<file path="src/rtl/reg_file_write_bank.sv">
// Write side of the 32 x 32-bit MIPS register file: write decoder, register bank and write status.
// Optional feature macro REG_SP_GP_INIT_EN: reset loads SP_RESET into $sp (r29) and GP_RESET into $gp (r28).
module reg_file_write_bank #(
  parameter logic [31:0] SP_RESET = 32'h7FFF_EFFC,
  parameter logic [31:0] GP_RESET = 32'h1000_8000
) (
  input  logic          clk,
  input  logic          rst,
  input  logic          wr_en,
  input  logic [4:0]    wr_addr,
  input  logic [31:0]   wr_data,
  output logic [1023:0] regs_flat,
  output logic          wr_done,
  output logic [4:0]    wr_last_addr
);

`ifdef REG_SP_GP_INIT_EN
  localparam bit init_en = 1'b1;
`else
  localparam bit init_en = 1'b0;
`endif

  // Register 0 has no storage at all, so it can never read anything but zero.
  logic [31:0] regs [1:31];
  logic [31:0] wr_sel;
  logic        commit;

  function automatic logic [31:0] reset_value(input int n);
    if (init_en && n == 29) return SP_RESET;
    if (init_en && n == 28) return GP_RESET;
    return 32'h0;
  endfunction

  // NOTE: every signal driven in always_comb gets a default first, so no path leaves it unassigned and no latch is inferred.
  always_comb begin
    wr_sel = '0;
    if (wr_en) wr_sel[wr_addr] = 1'b1;
    wr_sel[0] = 1'b0;
  end

  assign commit = |wr_sel;

  // NOTE: the register array is architectural state that software expects in a known value, so it is reset like any flop rather than left uninitialised as a RAM would be.
  // NOTE: sequential state uses non-blocking assignments so every flop samples pre-edge values regardless of statement order.
  always_ff @(posedge clk or posedge rst) begin
    if (rst) begin
      for (int n = 1; n < 32; n++) regs[n] <= reset_value(n);
    end else begin
      for (int n = 1; n < 32; n++) begin
        if (wr_sel[n]) regs[n] <= wr_data;
      end
    end
  end

  always_ff @(posedge clk or posedge rst) begin
    if (rst) begin
      wr_done      <= 1'b0;
      wr_last_addr <= 5'd0;
    end else begin
      wr_done <= commit;
      if (commit) wr_last_addr <= wr_addr;
    end
  end

  always_comb begin
    regs_flat = '0;
    for (int n = 1; n < 32; n++) regs_flat[32*n +: 32] = regs[n];
  end

endmodule
</file>
<file path="config.mk">
export PLATFORM = sky130hd
export DESIGN_NAME = reg_file_write_bank
export DESIGN_NICKNAME = d
export VERILOG_FILES = /design/src/rtl/reg_file_write_bank.sv
export SDC_FILE = /design/constraint.sdc
export NUM_CORES = 2
export LEC_CHECK = 0
export CAP_MARGIN = 10
export CORE_AREA = 2 2 416 418
export CTS_CLUSTER_DIAMETER = 200
export DETAILED_ROUTE_END_ITERATION = 12
export DIE_AREA = 0 0 418 420
export MAX_ROUTING_LAYER = met4
export PLACE_DENSITY = 0.41
export SLEW_MARGIN = 30
export SYNTH_ARGS = -nofsm -noshare
export SYNTH_HDL_FRONTEND = slang
export SYNTH_SLANG_ARGS = --single-unit
export TNS_END_PERCENT = 10
</file>
<file path="constraint.sdc">
create_clock -name clk -period 70.5 [get_ports clk]
set_input_delay 14.1 -clock clk [delete_from_list [all_inputs] [get_ports clk]]
set_output_delay 14.1 -clock clk [all_outputs]
set_load 0.01 [all_outputs]
</file>
==> results.json <==
{
  "ant_nets": 0,
  "gr-total-overflow": 0,
  "post_cts_resized": 0,
  "powerDensity_mw_per_mm2": 33.7,
  "grt_pass1_vias": 24400,
  "grt_setup_unrepaired": "no",
  "grt_max_degree": 149,
  "min_from": "regs_flat[919]",
  "grtUsageTotal": 0.183,
  "hpwl_um": 108000,
  "pre_cts_slack_ps": 51610,
  "vias_per_cell": 4.20,
  "syn_area_mm2": 0.0376,
  "avgSynthCellArea_um2": 16.5,
  "path_clk_slew_ps": 50,
  "port_buffers": 1037,
  "hold_path_end": "regs_flat[919]",
  "max_cap_violations": 0,
  "path_class": "in2async",
  "die_h_um": 420,
  "cts.path.max_buffers": 3,
  "min_period_over_period": 0.247,
  "synthTopCellsByCount": "dfrtp_1, mux2_2, buf_2",
  "place_congestion": 0.744,
  "drc": 0,
  "hp-class": "reg2reg",
  "status": "complete, no violations",
  "ys_seq_elements": 998,
  "placedInstanceArea_mm2": 0.0504,
  "yosys.area.top_type": "dfrtp_1",
  "chipWidth_um": 418,
  "top_level_ports": 1070,
  "rows": 152,
  "post-route-min-period_ps": 17420,
  "critPathRequiredTime_ps": 71230,
  "htree_levels": 3,
  "r2r_slack_ps": 69610,
  "tns_ps": 0,
  "yosysTopAreaCellShare": 0.664,
  "cts_tree": "done",
  "syn2layout_area_growth_pct": 44.2,
  "regToRegEndpoint": "regs_flat[1001]",
  "synthCells": 2280,
  "initial_utilization": 0.220,
  "p_leak_nw": 23.8,
  "final_area_mm2": 0.0543,
  "r2r_cells": 1,
  "path_max_fanout": 148,
  "vias": 23700,
  "antenna_found_initial": 11,
  "yosys-top-cells-area": "dfrtp_1, mux2_2, buf_2, clkbuf_1, mux2_1",
  "hold_viol_final": 0,
  "fmax_ghz": 0.0574,
  "clock_sinks": 998,
  "drt_first_pass_iters": 5,
  "cts_buffers": 119,
  "maxSlewViolCount": 0,
  "synth_cell_types": 23,
  "dp_cells": 5416,
  "ys.flop_type": "dfrtp_1",
  "clockRootBuffer": "clkbuf_16",
  "ys_seq_area_frac": 0.664,
  "wl_per_cell_um": 28.5,
  "synth_most_common_cell": "dfrtp_1",
  "fin_cells": 5630,
  "async_reset_ff_frac": 1.00,
  "r2r-start": "regs_flat[1001]",
  "fin_ws_ps": 53080,
  "power_mw": 1.83,
  "nets": 3344,
  "wl_um": 160000,
  "drive_above_1_share": 0.373,
  "drt-initial-drc-count": 1059,
  "vdd.ir_drop.worst_mv": 0.0190,
  "clk_latency_ps": 730,
  "cts_setup_buffers": 0,
  "synth_edf_count": 0,
  "grt_pass1_wl_um": 215000,
  "yosysWarnings": 0,
  "max-slew-margin-rel": 0.339,
  "dieArea_mm2": 0.176,
  "finClkSkew_ps": 0,
  "critPathLaunchType": "input port",
  "arrival_ps": 18150,
  "worstSetupEndpointType": "async pin",
  "setup_violations": 0,
  "cts_hold_buffers": 0,
  "hold_depth": 1,
  "tightest_slew_ps": 992,
  "core_area_mm2": 0.171
}
==> registers in the layout, summed over array words and instances, names as in the netlist <==
register / flops
regs_flat: 992
wr_done: 1
wr_last_addr: 5
==> worst max path at each step <==
stage / from / endpoint / slack [ps] / cells after the start
after CTS: rst / regs_flat[703] / 52450 / 6
after detailed placement: rst / regs_flat[703] / 51610 / 6
final: rst / regs_flat[53] / 53080 / 6
after global placement: rst / regs_flat[703] / 51610 / 6
after floorplan: rst / regs_flat[1000] / 28320 / 1
after global routing: rst / regs_flat[53] / 52540 / 6
==> logic make-up after synthesis <==
| group | after synthesis | synth area share |
|---|---|---|
| buffers and inverters | 231 | 0.0297 |
| muxes | 992 | 0.297 |
| DFF | 998 | 0.664 |
| AOI/OAI and AO/OA | 11 | 0.00216 |
| other | 1 | 0.0000997 |
| and+or+nand+nor | 47 | 0.00758 |
==> worst max-delay path, stage by stage <==
cell and delay (ps):
clkdlybuf4s50_1 510, inv_8 600, buf_4 740, buf_4 550
buf_4 630, buf_12 640
==> cells in the final DEF, fill, tap and decap left out, drive strengths merged, types with 4 or more instances in the layout <==
master / synthesis / layout
clkdlybuf4s50: 0 / 1014
dfrtp: 998 / 998
mux2: 992 / 992
clkbuf: 97 / 185
buf: 133 / 88
conb: 1 / 32
clkinv: 0 / 14
nor2: 13 / 13
nand2: 12 / 12
inv: 1 / 7
a22o: 5 / 5
diode: 0 / 4
nor3: 4 / 4
o21ai: 4 / 4
nand3: 4 / 4
==> cell type report <==
| cell class | instances | area (µm²) |
|---|---|---|
| Antenna cell | 4 | 10.0 |
| Clock buffer | 185 | 3600 |
| Clock inverter | 25 | 239 |
| Fill cell | 17100 | 117000 |
| Inverter | 1 | 11.3 |
| Multi-Input combinational cell | 1082 | 11800 |
| Sequential cell | 998 | 25000 |
| Tap cell | 2233 | 2790 |
| Timing Repair Buffer | 1102 | 10800 |
==> power breakdown <==
| group | total, mW | internal [mW] | switching, mW |
|---|---|---|---|
| Combinational | 0.477 | 0.266 | 0.210 |
| Clock | 0.609 | 0.358 | 0.252 |
| Sequential | 0.741 | 0.684 | 0.0562 |
==> per-stage QoR <==
step                       util  hold slack (ps)
final                     0.317              483
after global routing      0.317              502
after CTS                 0.317              486
after detailed placement  0.295              475
after global placement    0.295              467
after floorplan               -              529
==> metal layers <==
layer | GRT usage | part of all wire | up-vias
met1 | 0.209 | 0.39 | 12700
met4 | 0.0680 | 0.037 | 0
li1 | - | - | 9964
met5 | - | 0 | -
met3 | 0.0418 | 0.055 | 222
met2 | 0.313 | 0.51 | 774
No activity file was read; power rests on OpenSTA's default activity.
